### src/rtl/instr_fetch_pkg.sv
// Shared widths, state encoding and PC helper for the instruction fetch stage.
package instr_fetch_pkg;

    localparam int INSTR_W = 32;
    localparam int WORD_W  = 16;

    localparam logic [WORD_W-1:0] DEFAULT_RESET_PC = 16'h0000;

    typedef enum logic [1:0] {
        IDLE,
        FETCH_HI,
        FETCH_LO,
        HOLD
    } fetch_state_t;

    // Word-address arithmetic wraps at 2^16.
    function automatic logic [WORD_W-1:0] pc_add(input logic [WORD_W-1:0] base,
                                                 input logic [WORD_W-1:0] inc);
        return base + inc;
    endfunction

endpackage

### src/rtl/instr_fetch_buf.sv
// One-entry instruction+PC holding register; flush beats load, load beats unload.
module fetch_buf
    import instr_fetch_pkg::*;
(
    input  logic               clk,
    input  logic               rst,
    input  logic               load,
    input  logic               unload,
    input  logic               flush,
    input  logic [INSTR_W-1:0] load_instr,
    input  logic [WORD_W-1:0]  load_pc,
    output logic               buf_valid,
    output logic [INSTR_W-1:0] buf_instr,
    output logic [WORD_W-1:0]  buf_pc
);

    always_ff @(posedge clk) begin
        if (rst) begin
            buf_valid <= 1'b0;
            buf_instr <= '0;
            buf_pc    <= '0;
        end else if (flush) begin
            buf_valid <= 1'b0;
        end else if (load) begin
            buf_valid <= 1'b1;
            buf_instr <= load_instr;
            buf_pc    <= load_pc;
        end else if (unload) begin
            buf_valid <= 1'b0;
        end
    end

endmodule

### src/rtl/instr_fetch.sv
// Fetch stage: reads two 16-bit words per instruction and hands them to decode.
// Define INSTR_FETCH_PREFETCH_EN to decouple the output register and add a one-entry buffer.
module instr_fetch
    import instr_fetch_pkg::*;
#(
    parameter logic [WORD_W-1:0] RESET_PC = DEFAULT_RESET_PC
) (
    input  logic               clk,
    input  logic               rst,
    output logic               mem_req,
    output logic [WORD_W-1:0]  mem_addr,
    input  logic               mem_ack,
    input  logic [WORD_W-1:0]  mem_rdata,
    output logic               instr_valid,
    input  logic               instr_ready,
    output logic [INSTR_W-1:0] instr,
    output logic [WORD_W-1:0]  instr_pc,
    input  logic               redirect_valid,
    input  logic [WORD_W-1:0]  redirect_pc
);

    fetch_state_t       state;
    logic [WORD_W-1:0]  pc;
    logic [WORD_W-1:0]  hi_word;
    logic [INSTR_W-1:0] assembled;

    assign assembled = {hi_word, mem_rdata};
    assign mem_req   = (state == FETCH_HI) || (state == FETCH_LO);

    always_comb begin
        mem_addr = pc;
        if (state == FETCH_LO) begin
            mem_addr = pc_add(pc, 16'd1);
        end
    end

`ifdef INSTR_FETCH_PREFETCH_EN

    logic               out_free;
    logic               buf_load;
    logic               buf_unload;
    logic               buf_valid;
    logic [INSTR_W-1:0] buf_instr;
    logic [WORD_W-1:0]  buf_pc;

    // The output can take a new instruction if it is empty or drained this cycle.
    assign out_free   = !instr_valid || instr_ready;
    assign buf_load   = (state == FETCH_LO) && mem_ack && !out_free;
    assign buf_unload = (state == HOLD) && buf_valid && instr_ready;

    fetch_buf u_fetch_buf (
        .clk        (clk),
        .rst        (rst),
        .load       (buf_load),
        .unload     (buf_unload),
        .flush      (redirect_valid),
        .load_instr (assembled),
        .load_pc    (pc),
        .buf_valid  (buf_valid),
        .buf_instr  (buf_instr),
        .buf_pc     (buf_pc)
    );

    always_ff @(posedge clk) begin
        if (rst) begin
            state       <= IDLE;
            pc          <= RESET_PC;
            hi_word     <= '0;
            instr       <= '0;
            instr_pc    <= '0;
            instr_valid <= 1'b0;
        end else if (redirect_valid) begin
            state       <= FETCH_HI;
            pc          <= redirect_pc;
            instr_valid <= 1'b0;
        end else begin
            if (instr_valid && instr_ready) begin
                instr_valid <= 1'b0;
            end
            case (state)
                IDLE: begin
                    state <= FETCH_HI;
                end
                FETCH_HI: begin
                    if (mem_ack) begin
                        hi_word <= mem_rdata;
                        state   <= FETCH_LO;
                    end
                end
                FETCH_LO: begin
                    if (mem_ack) begin
                        pc <= pc_add(pc, 16'd2);
                        if (out_free) begin
                            instr       <= assembled;
                            instr_pc    <= pc;
                            instr_valid <= 1'b1;
                            state       <= FETCH_HI;
                        end else begin
                            state <= HOLD;
                        end
                    end
                end
                HOLD: begin
                    if (buf_unload) begin
                        instr       <= buf_instr;
                        instr_pc    <= buf_pc;
                        instr_valid <= 1'b1;
                        state       <= FETCH_HI;
                    end
                end
                default: begin
                    state <= IDLE;
                end
            endcase
        end
    end

`else

    // Redirect discards any beat acked in the same cycle; a coincident handshake still counts.
    always_ff @(posedge clk) begin
        if (rst) begin
            state       <= IDLE;
            pc          <= RESET_PC;
            hi_word     <= '0;
            instr       <= '0;
            instr_pc    <= '0;
            instr_valid <= 1'b0;
        end else if (redirect_valid) begin
            state       <= FETCH_HI;
            pc          <= redirect_pc;
            instr_valid <= 1'b0;
        end else begin
            case (state)
                IDLE: begin
                    state <= FETCH_HI;
                end
                FETCH_HI: begin
                    if (mem_ack) begin
                        hi_word <= mem_rdata;
                        state   <= FETCH_LO;
                    end
                end
                FETCH_LO: begin
                    if (mem_ack) begin
                        instr       <= assembled;
                        instr_pc    <= pc;
                        instr_valid <= 1'b1;
                        pc          <= pc_add(pc, 16'd2);
                        state       <= HOLD;
                    end
                end
                HOLD: begin
                    if (instr_ready) begin
                        instr_valid <= 1'b0;
                        state       <= FETCH_HI;
                    end
                end
                default: begin
                    state <= IDLE;
                end
            endcase
        end
    end

`endif

endmodule

### config.mk
export PLATFORM = sky130hd
export DESIGN_NAME = instr_fetch
export DESIGN_NICKNAME = d
export VERILOG_FILES = /design/src/rtl/instr_fetch_pkg.sv /design/src/rtl/instr_fetch_buf.sv /design/src/rtl/instr_fetch.sv
export SDC_FILE = /design/constraint.sdc
export NUM_CORES = 1
export LEC_CHECK = 0
export BUFFER_PORTS_ARGS = -buffer_cell sky130_fd_sc_hd__buf_2
export CORE_ASPECT_RATIO = 1.2
export CORE_UTILIZATION = 52
export DETAILED_ROUTE_END_ITERATION = 6
export HOLD_SLACK_MARGIN = 0.15
export PLACE_DENSITY = 0.8
export SLEW_MARGIN = 20
export SYNTH_ARGS = -nofsm -noshare
export SYNTH_HDL_FRONTEND = slang
export SYNTH_SLANG_ARGS = --single-unit
### constraint.sdc
create_clock -name clk -period 2.34 [get_ports clk]
set_input_delay 0.117 -clock clk [delete_from_list [all_inputs] [get_ports clk]]
set_output_delay 0.117 -clock clk [all_outputs]
set_load 0.02 [all_outputs]
======== Word-level counts from Yosys, hierarchy flattened ========
Cells that the tools add are included.
storage, ports and cells
  register bits after elaboration ......... 83
  output and inout bits ................... 66
  word-level logic and storage cells ...... 43
operators by class
  add/sub/neg operators ................... 2
  eq/ne operators ......................... 9
  multiplexer cells ....................... 12
  bitwise gates (word level) .............. 1
  reduce and logical (&&, ||, !) cells .... 12
operator list
  cell                                                                   count
  16-bit 2-to-1 mux                                                      4
  16-bit by 1-bit adder with 16-bit output, second input constant        1
  16-bit by 2-bit adder with 16-bit output, second input constant        1
  3-bit AND reduction                                                    5
  3-bit != test, second input constant                                   3
  2-bit case mux with 4 select lines                                     1
  2-bit 2-to-1 mux                                                       3
  2-bit != test, second input constant                                   3
  2-bit nonzero test                                                     3
  2-bit equality test, second input constant                             2
  1-bit 2-to-1 mux                                                       3
  2-bit by 1-bit equality test with 1-bit output, second input constant  1
  2-bit logical NOT                                                      1
  1-bit case mux with 2 select lines                                     1
  2-bit AND reduction                                                    1
  2-bit OR reduction                                                     1
  1-bit logical OR                                                       1
  1-bit NOT                                                              1

======== Logic depth before layout (Yosys ltp) ========
Gate-level depths: netlist of run 1.
  depth in word-level cells ............... 4
  gate-level depth with buffers ........... 7

======== Least setup slack after synthesis of run 1 ========
Ideal clock, no wire load.
  kind .................................... register to output
  start point ............................. reg pc[1]
  end point ............................... out mem_addr[15]
  arrival time ............................ 1,793 ps
  required time ........................... 2,223 ps
  path slack .............................. 430 ps
  cell stages (with the launch flop) ...... 6
  path buffers ............................ 0
  cell sequence ........................... dfxtp_1 ha_1 nand3_2 or3_4 nor3_1 xor2_1
on the way
  word-level cells in the longest chain between the ends .. 2
RTL lines
  item                                      line                   source
  start: declaration                        instr_fetch.sv:23      logic [WORD_W-1:0] pc;
  start signal: assignment                  instr_fetch.sv:131     pc <= redirect_pc;
  start signal: assignment                  instr_fetch.sv:149     pc <= pc_add(pc, 16'd2);
  16-bit by 1-bit adder with 16-bit output  instr_fetch_pkg.sv:19  return base + inc;
  16-bit 2-to-1 mux                         instr_fetch.sv:32      if (state == FETCH_LO) begin
  end: declaration                          instr_fetch.sv:11      output logic [WORD_W-1:0] mem_addr,
Every way passes these cells.

======== Worst setup path in the final report of run 1 ========
  start point ............................. reg state[0]
  end point ............................... out mem_addr[14]
on the way
  word-level cells in the longest chain between the ends .. 2
RTL lines
  item                      line                source
  start: declaration        instr_fetch.sv:22   fetch_state_t state;
  start signal: assignment  instr_fetch.sv:123  state <= IDLE;
  start signal: assignment  instr_fetch.sv:130  state <= FETCH_HI;
  start signal: assignment  instr_fetch.sv:136  state <= FETCH_HI;
  2-bit equality test       instr_fetch.sv:32
  16-bit 2-to-1 mux         instr_fetch.sv:32
Every way passes these cells.

==> results of run 1 <==
[power by group]
| part | internal (W) | total (W) | switching (W) |
|---|---|---|---|
| Sequential | 0.00145 | 0.00150 | 0.0000535 |
| Combinational | 0.000146 | 0.000316 | 0.000170 |
| Clock | 0.000526 | 0.00104 | 0.000518 |
[synth_stat cells (5+ instances only)]
cell type / number / area (sq um)
nand2_1: 138 / 518
nor2_1: 15 / 56.3
nor3_1: 11 / 55.1
xnor2_1: 6 / 52.6
nor4_1: 5 / 31.3
inv_1: 12 / 45.0
a21oi_1: 74 / 370
nand3_1: 9 / 45.0
o21a_1: 9 / 67.6
dfxtp_1: 83 / 1660
xor2_1: 19 / 166
nand3b_1: 5 / 37.5
mux2i_1: 5 / 50.1
buf_2: 5 / 25.0
buf_4: 6 / 45.0
clkbuf_1: 19 / 71.3
nand4_1: 5 / 31.3
ha_1: 6 / 75.1
[through the flow]
step / total power (W) / hold slack [ns] / cells / util / setup slack, ns
finish: 0.00286 / 0.155 / 669 / 0.694 / 0.108
global route: 0.00297 / 0.161 / 669 / 0.694 / -0.0250
CTS: 0.00287 / 0.154 / 669 / 0.688 / 0.0187
detailed placement: 0.00180 / 0.337 / 619 / 0.608 / 0.293
global placement: 0.00179 / 0.333 / 619 / 0.608 / 0.368
floorplan: 0.00171 / 0.253 / 459 / - / 0.430
[worst max path at each step]
stage	to	from
2_1_floorplan	mem_addr[15]	pc[1]
3_3_place_gp	mem_addr[15]	state[0]
3_5_place_dp	mem_addr[14]	state[0]
4_1_cts	mem_addr[14]	state[0]
5_1_grt	mem_addr[14]	state[0]
6_report	mem_addr[14]	state[0]
[layer usage]
metal / vias up / global-route usage
met4: 0 / 0.0787
met1: 1646 / 0.288
met3: 15 / 0.0683
li1: 1754 / -
met2: 135 / 0.467
met5: - / 0
[flip-flops by register name (all words and copies together) (netlist names)]
register,count
state,2
instr,32
hi_word,16
instr_pc,16
instr_valid,1
pc,16
[cell families (layout without fill, tap and decap cells)]
kind of cell    after synthesis  count (layout)  synth area share
fa+ha+maj                     6               6            0.0206
compound gates               88              88             0.132
xor+xnor                     25              25            0.0602
mux                           7               7            0.0200
flops                        83              83             0.457
simple gates                202             202             0.248
buf+inv                      48             171            0.0623
[cell type report]
type                            count  share of cell area
Tap cell                           87              0.0230
Timing Repair Buffer              143               0.194
Clock inverter                      5              0.0130
Multi-Input combinational cell    328               0.379
Sequential cell                    83               0.352
Inverter                           12             0.00953
Clock buffer                       11              0.0299
[worst register-to-register path, cell delays in order, from the launching register on]
cell and delay [ns]:
dfxtp_1 0.54, nand4_1 0.34, nor4_1 0.53, nor4b_1 0.10
a211o_1 0.23
[what timing repair did]
item,CTS,global route
hold buffers,34,0
hold endpoints to repair,52,0
setup endpoints to repair,5,7
gates cloned,0,0
pin swaps,0,0
resized for setup,3,6
==> out/metrics.yaml, run 1 <==
drt:
  drtPass1Iterations: 4
  wl_met3_um: 638
  drt-met1-wl_mm: 3.73
  drt_iter0_drc: 203
  dr_wl_met2_mm: 4.59
  vias_per_cell: 5.31
  wl_mm: 9.10
  num_vias: 3550
  antenna_left: 0
  wl_per_cell_um: 13.6
  drc: 0
  top_layer_used: "met4"
placed_design:
  dp_hpwl_mm: 6.05
  dpl_cell_area_sq_um: 4140
  portBuffers: 102
  gp_congestion: 0.940
worst_setup_path:
  critPathMaxStageDelay_ns: 0.35
  crit_fanout: 13
  startpoint_type: "flop"
  worst_ep_required_time_ns: 2.22
  path_depth: 7
  critical-path-top-delay-family: "simple AND/OR/NAND/NOR gates"
  worstSetupPathType: "reg2out"
  worstReg2RegStart: "pc[7]"
  r2r_slack_ns: 0.50
  ff2ff_path_depth: 4
  path_buf_inv: 2
  cp.arrival_ns: 2.12
  worst_setup_path_end_kind: "output pin"
  crit_chain: "inv_1 > ha_4 > and4_1 > nand3_2 > nor3_2 > xor2_1 > buf_2"
  slowest_stage: "dfxtp_1"
  r2r-end: "pc[15]"
clock_network:
  cts_max_path_buffers: 2
  cts_inserted_buffers: 9
  cts_root_buffer: "clkbuf_8"
  worst_skew_pair.late_latency_ns: 0.35
  cts_tree: "yes"
  cts_sinks: 83
  cts.htree.levels: 3
  postCtsSetupBuffers: 0
  path_clk_slew_ns: 0.08
timing:
  setup_tns_ns: 0
  slew_headroom: 0.565
  timing.final.crit_period_ns: 2.23
  worst_pin_slew_ns: 0.651
  fin_crit_sh: 0.954
  fin_worst_skew_ns: 0.00924
  setup_viol: 0
  max_freq_mhz: 448
  hold_violations: 0
  maxSlewViolCount: 0
yosys:
  ys_ff_latch: 83
  ys.flop_type: "dfxtp_1"
  synthCells: 459
  synth_cell_type_count: 38
  syn_area_sq_um: 3640
  syn_nets: 502
  avgSynthCellArea_sq_um: 7.92
  synth_edf_count: 0
  seq_area_frac_synth: 0.457
  yosys_warnings: 0
  async_flop_share: 0
global_route:
  track_usage: 0.256
  gr-total-overflow: 0
  grt_max_degree: 46
  grt_pass1_wl_mm: 14.8
  grt_pass1_vias: 3252
  grt_antenna_before_repair: 0
finish:
  final_layout_size_suffix_gt1_frac: 0.242
  fin_nets: 620
  mostFrequentLayoutCells: "nand2_1 (138), buf_2 (102), dfxtp_1 (81)"
  n_fill_cell: 557
  n_antenna_cell: 0
  synthToLayoutAreaGrowth_pct: 30.0
  layout_commonest_cell: "nand2_1"
  postLayoutCellArea_sq_um: 4730
  seqCellArea_sq_um: 1660
  multiInputGateArea_sq_um: 1790
worst_hold_path:
  hp-start: "instr_ready"
  holdPathStages: 4
  hold_path_class: "in2reg"
  holdPathEnd: "instr_valid"
pwr:
  p_per_area_nw_per_um2: 605
  leakagePower_nw: 2.02
  ir_drop_mv: 0.474
floorplan:
  row_count: 33
  io_pins: 103
  die_area_sq_um: 7330
  fp.dieH_um: 93.6
  initial_core_util: 0.534
  core_area_sq_um: 6810
  die_w_um: 78.3
run_status:
  status: "complete, no violations"
flow_run:
  cap_violations: 0
(Power assumes the default switching activity.)
==> run 2: changes to the inputs <==
- BUFFER_PORTS_ARGS: -buffer_cell sky130_fd_sc_hd__buf_2 -> default
- CORE_UTILIZATION: 52 -> 55
- DONT_BUFFER_PORTS: default -> 1
- PLACE_DENSITY: 0.8 -> 0.7
==> out/metrics.yaml, run 2 (synthesis gave the netlist of run 1 again) <==
clock_network:
  postCtsSetupBuffers: 0  # unchanged
  cts_root_buffer: "clkbuf_8"
  cts_max_path_buffers: 2  # unchanged
  path_clk_slew_ns: 0.09  # about the same
  worst_skew_pair.late_latency_ns: 0.35  # about the same
  cts_inserted_buffers: 9  # unchanged
  cts_sinks: 83  # unchanged
  cts.htree.levels: 3  # unchanged
  cts_tree: "yes"
finish:
  fin_nets: 525  # -15%
  layout_commonest_cell: "nand2_1"
  n_antenna_cell: 0  # unchanged
  largest_reg_flops: 32  # unchanged
  top_register: "instr"
  mostFrequentLayoutCells: "nand2_1 (138), dfxtp_1 (82), a21oi_1 (74)"
  multiInputGateArea_sq_um: 1780  # -0.70%
  n_fill_cell: 552  # -0.90%
  seqCellArea_sq_um: 1660  # about the same
  final_layout_size_suffix_gt1_frac: 0.0883  # -0.154
  synthToLayoutAreaGrowth_pct: 16.8
drt:
  vias_per_cell: 5.48  # +3.2%
  drc: 0  # unchanged
  antenna_left: 0  # unchanged
  num_vias: 3132  # -12%
  drtPass1Iterations: 4  # unchanged
  wl_per_cell_um: 15.2  # +12%
  wl_mm: 8.68  # -4.6%
  drt_iter0_drc: 177  # -13%
global_route:
  met1_usage: 0.279  # -0.00914
  grt-busiest-layer: "met2"
  grt_pass1_wl_mm: 14.2  # -3.7%
  grt_antenna_before_repair: 0  # unchanged
  track_usage: 0.259  # +0.00294
  grt_max_degree: 88  # +91%
  met2_usage: 0.472  # +0.00512
  gr-total-overflow: 0  # unchanged
  grt_pass1_vias: 3005  # -7.6%
  use_met3: 0.0523  # -0.0160
pwr:
  leakagePower_nw: 1.55  # -23%
  p_per_area_nw_per_um2: 636  # +5.1%
  ir_drop_mv: 0.478  # +0.70%
worst_setup_path:
  worstSetupPathType: "reg2out"
  worst_setup_path_end_kind: "output pin"
  startpoint_type: "flop"
  crit_fanout: 7  # -6
  cp.arrival_ns: 2.09  # -0.03 ns
  worst_ep_required_time_ns: 2.22  # about the same
timing:
  finalHoldWorstSlack_ns: 0.163  # +0.00837 ns
  maxSlewViolCount: 0  # unchanged
  setup_viol: 0  # unchanged
  rsz0062_at_grt: "false"
  slew_headroom: 0.544  # -0.0202
  worst_pin_slew_ns: 0.681  # +0.0302 ns
  fin_worst_skew_ns: 0.00610  # -0.00314 ns
  max_freq_mhz: 453  # +1.1%
  fin_crit_sh: 0.944  # -0.0102
  hold_violations: 0  # unchanged
  setup_tns_ns: 0  # unchanged
  timing.final.crit_period_ns: 2.21  # -0.0238 ns
floorplan:
  initial_core_util: 0.568  # +0.0339
  core_area_sq_um: 6410  # -6.0%
  die_area_sq_um: 6940  # -5.3%
  die_w_um: 76.2  # -2.7%
  row_count: 32  # -3.0%
  io_pins: 103  # unchanged
  fp.dieH_um: 91.1  # -2.7%
placed_design:
  gp_congestion: 0.902  # -4.0%
  portBuffers: 0  # -100%
  dp_hpwl_mm: 5.62  # -7.0%
flow_run:
  cap_violations: 0  # unchanged
run_status:
  status: "complete, no violations"
worst_hold_path:
  hold_path_class: "in2reg"
==> run 2: critical path: stages (launching register included) <==
cell,delay [ns]
dfxtp_1,0.56
nand4_1,0.33
nor4_1,0.40
xor2_1,0.46
==> run 2: path summary, 6_finish.rpt <==
path | start | depth (start not counted) | slack [ns] | to
min | redirect_valid | 3 | 0.16 | pc[15]
max | pc[7] | 3 | 0.13 | mem_addr[13]
min reg2reg | hi_word[15] | 2 | 0.45 | instr[31]
max reg2reg | state[0] | 7 | 0.32 | pc[13]
==> run 2: power breakdown <==
part,internal (W),leakage (nW),switching (W)
clock,0.000391,0.0860,0.000541
sequential,0.00145,0.674,0.0000539
combinational,0.000116,0.795,0.000155
total,0.00195,1.55,0.000750
==> run 2: layout make-up <==
type | instances | share of cell area
clock inverters | 7 | 0.0121
repair buffers | 48 | 0.113
multi-input cells | 328 | 0.419
flip-flops and latches | 83 | 0.391
well taps | 85 | 0.0250
clock buffers | 9 | 0.0292
inverters | 12 | 0.0106
==> run 2: per-layer routing <==
layer | share of wire | up-vias
met5 | 0 | -
met4 | 0.018 | 0
met3 | 0.059 | 12
met2 | 0.53 | 98
met1 | 0.40 | 1458
li1 | - | 1564
==> run 2: stage by stage <==
stage                     worst slack (ns)  cell area, sq um   util  total power (W)  std cells
final                                0.132              4250  0.663          0.00270        572
after global routing                0.0201              4250  0.663          0.00281        572
after CTS                           0.0131              4240  0.661          0.00273        572
after detailed placement             0.278              3650  0.570          0.00171        518
after global placement               0.359              3650  0.570          0.00171        518
after floorplan                      0.430              3640      -          0.00171        459
==> run 2: timing repair <==
item,4_1_cts,5_1_grt
hold endpoints to repair,83,0
hold buffers,38,0
setup endpoints to repair,3,5
resized for setup,3,3
